$ cat config.mk
export PLATFORM = sky130hd
export DESIGN_NAME = trng_conditioner_flat
export DESIGN_NICKNAME = d
export VERILOG_FILES = /design/src/rtl/trng_conditioner_pkg.sv /design/src/rtl/trng_conditioner_if.sv /design/src/rtl/trng_conditioner_sync.sv /design/src/rtl/trng_conditioner.sv /design/src/flat_wrapper.sv
export SDC_FILE = /design/constraint.sdc
export NUM_CORES = 1
export LEC_CHECK = 0
export BUFFER_PORTS_ARGS = -buffer_cell sky130_fd_sc_hd__buf_2
export CORE_UTILIZATION = 45
export CTS_CLUSTER_SIZE = 10
export DETAILED_ROUTE_END_ITERATION = 7
export HOLD_SLACK_MARGIN = 0.1
export SYNTH_ARGS = -nofsm -noshare
export SYNTH_HDL_FRONTEND = slang
export SYNTH_SLANG_ARGS = --single-unit
$ cat constraint.sdc
create_clock -name clk -period 3.26 [get_ports clk]
set_clock_uncertainty 0.15 [all_clocks]
set_input_delay 0.489 -clock clk [delete_from_list [all_inputs] [get_ports clk]]
set_output_delay 0.489 -clock clk [all_outputs]
set_load 0.02 [all_outputs]
$ cat src/rtl/trng_conditioner_pkg.sv
// trng_pkg: shared types and constants for the TRNG conditioner.
//   vn_state_t  - von Neumann debias FSM state (VN_EMPTY / VN_HAVE)
//   trng_mode_t - conditioning mode select, with constants MODE_RAW and MODE_VN
package trng_pkg;

  typedef enum logic [0:0] {
    VN_EMPTY = 1'b0,
    VN_HAVE  = 1'b1
  } vn_state_t;

  typedef logic trng_mode_t;

  localparam trng_mode_t MODE_RAW = 1'b0;  // every XOR sample is emitted
  localparam trng_mode_t MODE_VN  = 1'b1;  // von Neumann debiased pairs

endpackage

$ cat src/rtl/trng_conditioner_if.sv
// trng_conditioner_if: valid/ready word stream out of the TRNG conditioner.
//   data  - random word, held stable while valid is high and ready is low
//   valid - data holds an unconsumed word
//   ready - consumer accepts data on a cycle where valid && ready
// Modports: master (the conditioner) and slave (the consumer).
interface trng_conditioner_if #(
  parameter int WORD_W = 8
);
  logic [WORD_W-1:0] data;
  logic              valid;
  logic              ready;

  modport master (output data, output valid, input ready);
  modport slave  (input data, input valid, output ready);
endinterface

$ cat src/rtl/trng_conditioner_sync.sv
// trng_sync: parametrised-width two-flop synchroniser for signals that are
// asynchronous to clk. Every bit is resynchronised independently.
//   clk   - destination clock
//   rst_n - asynchronous active-low reset, clears both flop stages
//   d     - asynchronous input bits
//   q     - synchronised bits, two clk edges behind d
module trng_sync #(
  parameter int WIDTH = 1
) (
  input  logic             clk,
  input  logic             rst_n,
  input  logic [WIDTH-1:0] d,
  output logic [WIDTH-1:0] q
);

  logic [WIDTH-1:0] meta_d, meta_q;
  logic [WIDTH-1:0] sync_d, sync_q;

  always_comb begin
    meta_d = d;
    sync_d = meta_q;
  end

  always_ff @(posedge clk or negedge rst_n) begin
    if (!rst_n) begin
      meta_q <= '0;
      sync_q <= '0;
    end else begin
      meta_q <= meta_d;
      sync_q <= sync_d;
    end
  end

  assign q = sync_q;

endmodule

$ cat src/rtl/trng_conditioner.sv
// trng_conditioner: combines N_OSC free-running ring oscillators into a
// random word stream. The synchronised oscillator bits are XORed, sampled
// once every SAMPLE_DIV cycles, optionally von Neumann debiased, and packed
// MSB-first into WORD_W-bit words. A repetition-count health test watches
// the raw samples and blocks output while it is tripped.
//   clk         - system clock
//   rst_n       - asynchronous active-low reset
//   ena         - sampling enable; low freezes sampling/collection state
//   osc_in      - raw oscillator outputs (asynchronous)
//   mode        - MODE_RAW or MODE_VN
//   clear_fail  - one-cycle pulse clearing the health failure
//   health_fail - sticky repetition-test failure
//   out_if      - word stream (data/valid out, ready in)
module trng_conditioner
  import trng_pkg::*;
#(
  parameter int N_OSC      = 4,
  parameter int WORD_W     = 8,
  parameter int SAMPLE_DIV = 16,
  parameter int REP_LIMIT  = 32
) (
  input  logic                   clk,
  input  logic                   rst_n,
  input  logic                   ena,
  input  logic [N_OSC-1:0]       osc_in,
  input  trng_mode_t             mode,
  input  logic                   clear_fail,
  output logic                   health_fail,
  trng_conditioner_if.master     out_if
);

  localparam int CNT_W = $clog2(SAMPLE_DIV);
  localparam int REP_W = $clog2(REP_LIMIT + 1);
  localparam int BIT_W = $clog2(WORD_W + 1);

  localparam logic [CNT_W-1:0] CNT_LAST = CNT_W'(SAMPLE_DIV - 1);
  localparam logic [REP_W-1:0] REP_MAX  = REP_W'(REP_LIMIT);
  localparam logic [BIT_W-1:0] BIT_FULL = BIT_W'(WORD_W);

  // Repetition count saturates at the trip limit so it cannot wrap back
  // below the threshold during a long stuck run.
  function automatic logic [REP_W-1:0] rep_sat_inc(input logic [REP_W-1:0] v);
    if (v >= REP_MAX) return REP_MAX;
    return v + REP_W'(1);
  endfunction

  logic [N_OSC-1:0]  osc_sync;
  logic              raw_bit;
  logic              strobe;
  logic              mode_chg;
  logic              emit;
  logic              emit_bit;
  logic [WORD_W-1:0] shreg_nxt;
  logic [BIT_W-1:0]  bit_cnt_nxt;

  logic [CNT_W-1:0]  smp_cnt_d,     smp_cnt_q;
  logic              prev_d,        prev_q;
  logic [REP_W-1:0]  rep_cnt_d,     rep_cnt_q;
  logic              health_fail_d, health_fail_q;
  trng_mode_t        mode_d,        mode_q;
  vn_state_t         vn_state_d,    vn_state_q;
  logic              first_d,       first_q;
  logic [WORD_W-1:0] shreg_d,       shreg_q;
  logic [BIT_W-1:0]  bit_cnt_d,     bit_cnt_q;
  logic [WORD_W-1:0] data_d,        data_q;
  logic              valid_d,       valid_q;

  // Oscillator bits -> clk domain (2-cycle latency to raw_bit)
  trng_sync #(.WIDTH(N_OSC)) u_sync (
    .clk   (clk),
    .rst_n (rst_n),
    .d     (osc_in),
    .q     (osc_sync)
  );

  assign raw_bit = ^osc_sync;

  // Sample timing and repetition health test
  always_comb begin
    strobe   = ena && (smp_cnt_q == CNT_LAST);
    mode_chg = (mode != mode_q);
    mode_d   = mode;

    smp_cnt_d = smp_cnt_q;
    if (ena) smp_cnt_d = strobe ? '0 : smp_cnt_q + CNT_W'(1);

    prev_d        = prev_q;
    rep_cnt_d     = rep_cnt_q;
    health_fail_d = health_fail_q;
    if (strobe) begin
      prev_d = raw_bit;
      // A zero count means no valid previous sample (after reset or clear),
      // so the first sample always starts a fresh run of length one.
      if ((rep_cnt_q != '0) && (raw_bit == prev_q)) rep_cnt_d = rep_sat_inc(rep_cnt_q);
      else rep_cnt_d = REP_W'(1);
      if (rep_cnt_d == REP_MAX) health_fail_d = 1'b1;
    end
    // Clearing wins over a failure tripping in the same cycle.
    if (clear_fail) begin
      health_fail_d = 1'b0;
      rep_cnt_d     = '0;
    end
  end

  // Bit extraction: raw pass-through or von Neumann pairing
  always_comb begin
    vn_state_d = vn_state_q;
    first_d    = first_q;
    emit       = 1'b0;
    emit_bit   = raw_bit;
    // A sample landing on the mode-change cycle belongs to neither mode
    // and is discarded along with the flush.
    if (strobe && !mode_chg) begin
      case (mode)
        MODE_RAW: emit = 1'b1;
        MODE_VN: begin
          if (vn_state_q == VN_EMPTY) begin
            first_d    = raw_bit;
            vn_state_d = VN_HAVE;
          end else begin
            // 10 -> 1, 01 -> 0: the emitted bit is the first of the pair.
            emit       = (first_q != raw_bit);
            emit_bit   = first_q;
            vn_state_d = VN_EMPTY;
          end
        end
      endcase
    end
    if (mode_chg || clear_fail) vn_state_d = VN_EMPTY;
  end

  // Word packing and output handshake
  always_comb begin
    shreg_nxt   = shreg_q;
    bit_cnt_nxt = bit_cnt_q;
    if (emit && (bit_cnt_q != BIT_FULL)) begin
      shreg_nxt   = {shreg_q[WORD_W-2:0], emit_bit};
      bit_cnt_nxt = bit_cnt_q + BIT_W'(1);
    end
    if (mode_chg) bit_cnt_nxt = '0;

    shreg_d   = shreg_nxt;
    bit_cnt_d = bit_cnt_nxt;
    data_d    = data_q;
    valid_d   = valid_q;
    if (valid_q && out_if.ready) valid_d = 1'b0;

    // The transfer looks at the post-shift word so the final bit reaches
    // data on the same edge it is collected, and a consumed word can be
    // replaced in the same cycle without a bubble.
    if ((bit_cnt_nxt == BIT_FULL) && (!valid_q || out_if.ready) &&
        !health_fail_d && !clear_fail) begin
      data_d    = shreg_nxt;
      valid_d   = 1'b1;
      bit_cnt_d = '0;
    end

    // A tripped health test withdraws any pending word on the trip edge.
    if (health_fail_d) valid_d = 1'b0;

    if (clear_fail) begin
      shreg_d   = '0;
      bit_cnt_d = '0;
    end
  end

  always_ff @(posedge clk or negedge rst_n) begin
    if (!rst_n) begin
      smp_cnt_q     <= '0;
      prev_q        <= 1'b0;
      rep_cnt_q     <= '0;
      health_fail_q <= 1'b0;
      mode_q        <= MODE_RAW;
      vn_state_q    <= VN_EMPTY;
      first_q       <= 1'b0;
      shreg_q       <= '0;
      bit_cnt_q     <= '0;
      data_q        <= '0;
      valid_q       <= 1'b0;
    end else begin
      smp_cnt_q     <= smp_cnt_d;
      prev_q        <= prev_d;
      rep_cnt_q     <= rep_cnt_d;
      health_fail_q <= health_fail_d;
      mode_q        <= mode_d;
      vn_state_q    <= vn_state_d;
      first_q       <= first_d;
      shreg_q       <= shreg_d;
      bit_cnt_q     <= bit_cnt_d;
      data_q        <= data_d;
      valid_q       <= valid_d;
    end
  end

  assign out_if.data  = data_q;
  assign out_if.valid = valid_q;
  assign health_fail  = health_fail_q;

endmodule

$ cat src/flat_wrapper.sv
// flat-port wrapper written by rule: the top's interface ports become plain ports
module trng_conditioner_flat import trng_pkg::*;
#(
  parameter int N_OSC      = 4,
  parameter int WORD_W     = 8,
  parameter int SAMPLE_DIV = 16,
  parameter int REP_LIMIT  = 32
)
  (clk, rst_n, ena, osc_in, mode, clear_fail, health_fail, out_if_data, out_if_valid, out_if_ready);
  trng_conditioner_if #(.WORD_W(WORD_W)) out_if_i ();
  input  logic clk;
  input  logic rst_n;
  input  logic ena;
  input  logic [N_OSC-1:0] osc_in;
  input  trng_mode_t mode;
  input  logic clear_fail;
  output logic health_fail;
  output wire logic [$bits(out_if_i.data)-1:0] out_if_data;
  output wire logic [$bits(out_if_i.valid)-1:0] out_if_valid;
  input wire logic [$bits(out_if_i.ready)-1:0] out_if_ready;
  assign out_if_data = out_if_i.data;
  assign out_if_valid = out_if_i.valid;
  assign out_if_i.ready = out_if_ready;
  trng_conditioner #(.N_OSC(N_OSC), .WORD_W(WORD_W), .SAMPLE_DIV(SAMPLE_DIV), .REP_LIMIT(REP_LIMIT)) u_core (.clk(clk), .rst_n(rst_n), .ena(ena), .osc_in(osc_in), .mode(mode), .clear_fail(clear_fail), .health_fail(health_fail), .out_if(out_if_i));
endmodule
==> results of run 1 <==
## cell usage in the layout, fill, tap and decap left out, types with 9 or more instances in the layout
cell                      instances
sky130_fd_sc_hd__mux2i_1         17
sky130_fd_sc_hd__buf_2           19
sky130_fd_sc_hd__nor2_1          24
sky130_fd_sc_hd__dfrtp_1         44
sky130_fd_sc_hd__inv_1           13
sky130_fd_sc_hd__nand2_1         15
sky130_fd_sc_hd__a21oi_1          9
## kinds of logic (layout without fill, tap and decap cells)
kind of cell	Yosys count	after routing	share of synthesized area (%)
adders and majority gates	5	5	2.999
DFF	44	44	52.79
AOI/OAI and AO/OA	33	33	10.38
xor gates and xnor gates	7	7	4.079
and+or+nand+nor	65	65	16.02
muxes	20	20	9.958
buffers and inverters	19	43	3.779
## Yosys cell counts (3+ instances only)
master	n
sky130_fd_sc_hd__inv_1	13
sky130_fd_sc_hd__nand3_1	5
sky130_fd_sc_hd__a211oi_1	4
sky130_fd_sc_hd__dfrtp_1	44
sky130_fd_sc_hd__mux2i_1	17
sky130_fd_sc_hd__ha_1	5
sky130_fd_sc_hd__a21oi_1	9
sky130_fd_sc_hd__o21ai_0	5
sky130_fd_sc_hd__xnor2_1	4
sky130_fd_sc_hd__nand2_1	15
sky130_fd_sc_hd__a22oi_1	3
sky130_fd_sc_hd__a31oi_1	4
sky130_fd_sc_hd__nor2_1	24
sky130_fd_sc_hd__clkbuf_1	4
sky130_fd_sc_hd__nor3_1	5
## per-layer routing
metal / part of all wire, % / global-route usage [%]
met1: 45 / 22.51
met2: 50 / 28.85
met3: 3.8 / 4.329
met4: 1.5 / 6.667
met5: 0 / 0
## worst min path at each step
stage / cells after the start / startpoint / slack [ps] / to
CTS: 1 / osc_in[3] / 140 / u_core.u_sync.meta_q[3]
floorplan: 0 / rst_n / 40 / u_core.bit_cnt_q[0]
detailed placement: 0 / u_core.u_sync.meta_q[1] / 190 / u_core.u_sync.q[1]
global placement: 0 / u_core.u_sync.meta_q[3] / 180 / u_core.u_sync.q[3]
global route: 1 / osc_in[2] / 140 / u_core.u_sync.meta_q[2]
finish: 1 / osc_in[3] / 150 / u_core.u_sync.meta_q[3]
## worst reg2reg max path, stage by stage (launching register included)
cell,delay (ps)
sky130_fd_sc_hd__dfrtp_1,450
sky130_fd_sc_hd__inv_1,100
sky130_fd_sc_hd__ha_1,230
sky130_fd_sc_hd__and3b_1,220
sky130_fd_sc_hd__o221ai_1,180
sky130_fd_sc_hd__o21ai_0,120
sky130_fd_sc_hd__nor3_1,310
sky130_fd_sc_hd__o211ai_1,230
sky130_fd_sc_hd__nor4_4,340
sky130_fd_sc_hd__buf_4,240
sky130_fd_sc_hd__mux2i_1,190
## stage by stage
| stage | setup WS, ps | cells | total power [mW] | utilization, % | hold slack (ps) |
|---|---|---|---|---|---|
| 6_report | 435.6 | 269 | 1.158 | 53.15 | 151.0 |
| 5_1_grt | 196.2 | 269 | 1.218 | 53.15 | 135.9 |
| 4_1_cts | 415.1 | 269 | 1.173 | 53.15 | 140.6 |
| 3_5_place_dp | 409.1 | 261 | 0.7671 | 50.71 | 185.5 |
| 3_3_place_gp | 511.3 | 261 | 0.7601 | 50.71 | 183.3 |
| 2_1_floorplan | 630.5 | 193 | 0.7201 | - | 43.41 |
## state kept, by name, indices dropped and copies added (netlist names), 4 cells and up
register / cells
u_core.rep_cnt_q: 6
u_core.out_if.data: 8
u_core.bit_cnt_q: 4
u_core.shreg_q: 8
u_core.u_sync.q: 4
u_core.smp_cnt_q: 4
u_core.u_sync.meta_q: 4
## power groups by stage
stage / combinational (mW) / clock (mW) / sequential [mW]
6_report: 0.138 / 0.404 / 0.617
3_3_place_gp: 0.135 / 0 / 0.626
2_1_floorplan: 0.101 / 0 / 0.619
3_5_place_dp: 0.139 / 0 / 0.628
5_1_grt: 0.154 / 0.441 / 0.623
4_1_cts: 0.140 / 0.416 / 0.617
## area by class of cell
cell class | count | area [µm²] | share of cell area, %
Timing Repair Buffer | 22 | 117.6 | 5.013
Sequential cell | 44 | 1101 | 46.93
Inverter | 13 | 48.80 | 2.080
Clock inverter | 2 | 35.03 | 1.493
Multi-Input combinational cell | 130 | 905.9 | 38.61
Tap cell | 52 | 65.06 | 2.773
Clock buffer | 6 | 72.57 | 3.093
==> qor.csv, run 1 <==
metric,value,unit
first_pass_grt_wire_length,6782,µm
crit_path_end,u_core.out_if.data[1],
floorplan.die.width,70.08,µm
clockRootBuffer,sky130_fd_sc_hd__clkbuf_8,
vias_per_cell,5.487,
p_int,875.8,µW
areaGrowthSynthToFinish,12.48,%
timing.critical_path.to_type,register,
rsz0062_at_grt,no,
netlist_instances,193,
fin_setup_tns,0,ps
finalMaxSlewViolations,0,
criticalPathCategory,register to register,
worstMarginPinSlew,961.1,ps
switching_power,282.2,µW
cts_max_level,2,
maximum_buffer_depth_of_the_clock_tree,2,
row_count,24,
number_of_top_level_pins,20,
launch_point_of_the_worst_reg_to_reg_path,u_core.bit_cnt_q[0],
die-area,4911,µm²
die_outline_height,70.08,µm
syn-num-nets,208,
crit_path_cell_trace,inv_1 -> ha_1 -> and3b_1 -> o221ai_1 -> o21ai_0 -> nor3_1 -> o211ai_1 -> nor4_4 -> buf_4 -> mux2i_1,
start_util,47.25,%
fill_cells,404,
power.leakage,1.114,nW
ys_async_sr_fraction,100.0,%
tritoncts_clock_tree,built,
seq_power_share,53.3,%
synthesis.yosys.warnings,0,
synth_largest_area_cell,sky130_fd_sc_hd__dfrtp_1,
regToRegEndpoint,u_core.out_if.data[1],
wire_per_inst,14.36,µm
rr_worst_depth,10,
routed-via-count,1476,
required,3320,ps
number_of_global_route_vias_before_repair,1502,
fmaxAchievable,354.1,MHz
synthesis.area_per_instance,10.81,µm²
first_iter_violations,62,
numCtsBuffers,5,
path_max_fanout,6,
power.share.combinational,11.9,%
hold_buffer_count_at_cts,0,
cellPowerDensity,493.6,nW/µm²
netlist-cell-type-count,43,
timing.max_cap.violations,0,
path_delay_family,simple AND/OR/NAND/NOR gates,
power_switching_share,24.37,%
post-cts-setup-buffers,0,
final_area,2346,µm²
setup.reg_to_reg.worst_slack,440,ps
yosysTopAreaCellShare,52.79,%
setup_viol_count_final,0,
detail_route.first_pass.iterations,4,
crit_buf_inv,2,
io_buffer_count,19,
grt.overflow.total,0,
dpl_cell_area,2238,µm²
vdd.ir_drop.worst,0.0002778,V
grt_antenna_before_repair,0,
detailed_placer_s_ending_hpwl,2714,µm
slew_headroom,35.93,%
clock_latency,290,ps
seq_area_frac_synth,52.79,%
worstSetupStartpointType,register,
clockPowerShare,34.9,%
cp.arrival,2890,ps
final_period_minus_worst_setup_slack,2824,ps
synth_area,2086,µm²
cts.clk_slew.worst_paths,70,ps
final_nets,231,
crit_path_max_incr_delay,450,ps
post_synthesis_register_bit_count,44,
worst-path-stages,10,
timing.critical_path.from,u_core.bit_cnt_q[0],
aggregate_global_route_resource_usage,17.60,%
largest_net_degree_at_the_start_of_global_routing,45,
outcome,completed,
detail_route.drc_violations,0,
critical_path.slowest_cell,sky130_fd_sc_hd__dfrtp_1,
number_of_enable_type_register_cells_in_the_synthesized_netlist,0,
hold_path_class,input port to register,
ys_top_cells_by_area,"sky130_fd_sc_hd__dfrtp_1 53%, sky130_fd_sc_hd__mux2i_1 8.2%, sky130_fd_sc_hd__nor2_1 4.3%",
antenna_violating_nets_post_route,0,
post_route_cells_drive_above_1_share,19.35,%
routed_wl,3862,µm
layout_worst_path_cycle_share,86.64,%
clock-sinks,44,
final_hold_viol_count,0,
floorplan.core_area,4414,µm²
globalplace.congestion,0.8366,
antenna_cells,0,
post_cts_resize_count,0,
postSynth.topFlopCell,sky130_fd_sc_hd__dfrtp_1,
No activity file was read; power rests on OpenSTA's default activity.
==> run 2, diff against run 1 <==
--- a/config.mk
+++ b/config.mk
@@ -6,10 +6,13 @@
 export NUM_CORES = 1
 export LEC_CHECK = 0
 export BUFFER_PORTS_ARGS = -buffer_cell sky130_fd_sc_hd__buf_2
+export CELL_PAD_IN_SITES_DETAIL_PLACEMENT = 1
+export CELL_PAD_IN_SITES_GLOBAL_PLACEMENT = 1
 export CORE_UTILIZATION = 45
 export CTS_CLUSTER_SIZE = 10
 export DETAILED_ROUTE_END_ITERATION = 7
 export HOLD_SLACK_MARGIN = 0.1
+export PLACE_DENSITY_LB_ADDON = 0.1
 export SYNTH_ARGS = -nofsm -noshare
 export SYNTH_HDL_FRONTEND = slang
 export SYNTH_SLANG_ARGS = --single-unit
==> run 2 against run 1 <==
Net effect:
- critical path depth unchanged
- power is 5.4% lower
- global-route usage increased by 2.7 points
- fmax decreased by 1.9%
- cell count grew 0.37%
- count of clock-buffer cells in the layout decreased by 1
- largest power group unchanged
- highest routed layer unchanged
==> qor.csv, run 2 (synthesis gave the netlist of run 1 again) <==
metric,value,unit
outcome,completed,
launch_point_of_the_worst_reg_to_reg_path,u_core.bit_cnt_q[0],
number_of_global_route_vias_before_repair,1606,
vdd.ir_drop.worst,0.0002984,V
wire_per_inst,16.27,µm
slew_headroom,36.09,%
crit_path_end,u_core.out_if.data[1],
floorplan.core_area,4414,µm²
path_max_fanout,6,
detailed_placer_s_ending_hpwl,3161,µm
required,3330,ps
antenna_violating_nets_post_route,0,
hold_path_class,input port to register,
worstSetupStartpointType,register,
fmaxAchievable,347.5,MHz
dp.cells,261,
grt.overflow.total,0,
final_area,2335,µm²
areaGrowthSynthToFinish,11.94,%
post_route_cells_drive_above_1_share,20.18,%
vias_per_cell,5.526,
timing.max_cap.violations,0,
rsz0062_at_grt,no,
layout_worst_path_cycle_share,88.28,%
cellPowerDensity,469.1,nW/µm²
finalMaxSlewViolations,0,
aggregate_global_route_resource_usage,20.29,%
setup.reg_to_reg.worst_slack,380,ps
die-area,4911,µm²
post_cts_resize_count,0,
timing.critical_path.from,u_core.bit_cnt_q[0],
grt_antenna_before_repair,0,
final_hold_viol_count,0,
regToRegEndpoint,u_core.out_if.data[1],
clock_latency,300,ps
post-cts-setup-buffers,0,
antenna_cells,0,
clockRootBuffer,sky130_fd_sc_hd__clkbuf_8,
cts.clk_slew.worst_paths,80,ps
final_nets,233,
rr_worst_depth,10,
cts_max_level,2,
power.leakage,1.109,nW
fill_cells,491,
start_util,47.25,%
detail_route.first_pass.iterations,4,
most_common_cell_after_layout_fill_and_taps_aside,sky130_fd_sc_hd__dfrtp_1,
routed_wl,4394,µm
row_count,24,
first_iter_violations,50,
number_of_top_level_pins,20,
area.sequential,1101,µm²
largest_net_degree_at_the_start_of_global_routing,45,
timing.critical_path.to_type,register,
tritoncts_clock_tree,built,
worstMarginPinSlew,958.6,ps
setup_viol_count_final,0,
cp.arrival,2950,ps
hold-worst-slack,144.8,ps
die_outline_height,70.08,µm
numCtsBuffers,5,
layout.cells.non_filler,270,
fin_setup_tns,0,ps
first_pass_grt_wire_length,7810,µm
hold_buffer_count_at_cts,0,
floorplan.die.width,70.08,µm
clock-sinks,44,
maximum_buffer_depth_of_the_clock_tree,2,
dpl_cell_area,2238,µm²
final_period_minus_worst_setup_slack,2878,ps
postLayoutSetupSlackWorst,382.1,ps
multi_input_comb_area,905.9,µm²
criticalPathCategory,register to register,
dp_slack,244.4,ps
io_buffer_count,19,
routed-via-count,1492,
globalplace.congestion,0.8177,
layout_common_cells,"44 x sky130_fd_sc_hd__dfrtp_1, 24 x sky130_fd_sc_hd__nor2_1, 19 x sky130_fd_sc_hd__buf_2",
detail_route.drc_violations,0,
[run 2: cell count changes in the layout (fill, tap and decap cells not counted)]
cell	change
sky130_fd_sc_hd__buf_4	+2
sky130_fd_sc_hd__clkinvlp_4	+1
sky130_fd_sc_hd__bufinv_16	-1
sky130_fd_sc_hd__clkbuf_1	-1
[run 2: area by class of cell]
class / instances / area share [%]
Clock buffer: 5 / 2.947
Clock inverter: 2 / 0.5359
Tap cell: 52 / 2.787
Timing Repair Buffer: 24 / 5.681
Inverter: 13 / 2.090
Multi-Input combinational cell: 130 / 38.80
Sequential cell: 44 / 47.16
[run 2: where the power goes]
group	switching [mW]	internal, mW
Combinational	0.0772	0.0667
Clock	0.188	0.145
Sequential	0.0362	0.582
Total	0.301	0.794
[run 2: layer usage]
| layer | track usage [%] | up-vias | routed length, µm |
|---|---|---|---|
| met5 | 0 | - | 0 |
| met4 | 8.222 | 0 | 107 |
| met3 | 4.906 | 13 | 143 |
| met2 | 33.87 | 30 | 2177 |
| met1 | 25.24 | 732 | 1965 |
| li1 | - | 717 | - |
[run 2: worst min-delay path by stage]
stage               slack, ps                      end                    start  depth (start not counted)
floorplan                  40      u_core.bit_cnt_q[0]                    rst_n                          0
global route              130  u_core.u_sync.meta_q[0]                osc_in[0]                          1
global placement          180       u_core.u_sync.q[1]  u_core.u_sync.meta_q[1]                          0
CTS                       140  u_core.u_sync.meta_q[3]                osc_in[3]                          1
finish                    140  u_core.u_sync.meta_q[3]                osc_in[3]                          1
detailed placement        190       u_core.u_sync.q[0]  u_core.u_sync.meta_q[0]                          0
[run 2: through the flow]
stage | total power, mW | utilization [%]
3_5_place_dp | 0.7764 | 50.71
6_report | 1.095 | 52.89
2_1_floorplan | 0.7201 | -
3_3_place_gp | 0.7609 | 50.71
4_1_cts | 1.108 | 52.55
5_1_grt | 1.149 | 52.89
[run 2: critical path, cell delays in order (launching register included)]
cell and delay, ps:
sky130_fd_sc_hd__dfrtp_1 450, sky130_fd_sc_hd__inv_1 90, sky130_fd_sc_hd__ha_1 220, sky130_fd_sc_hd__and3b_1 220, sky130_fd_sc_hd__o221ai_1 160, sky130_fd_sc_hd__o21ai_0 130, sky130_fd_sc_hd__nor3_1 350, sky130_fd_sc_hd__o211ai_1 250
sky130_fd_sc_hd__nor4_4 350, sky130_fd_sc_hd__buf_4 220, sky130_fd_sc_hd__mux2i_1 200
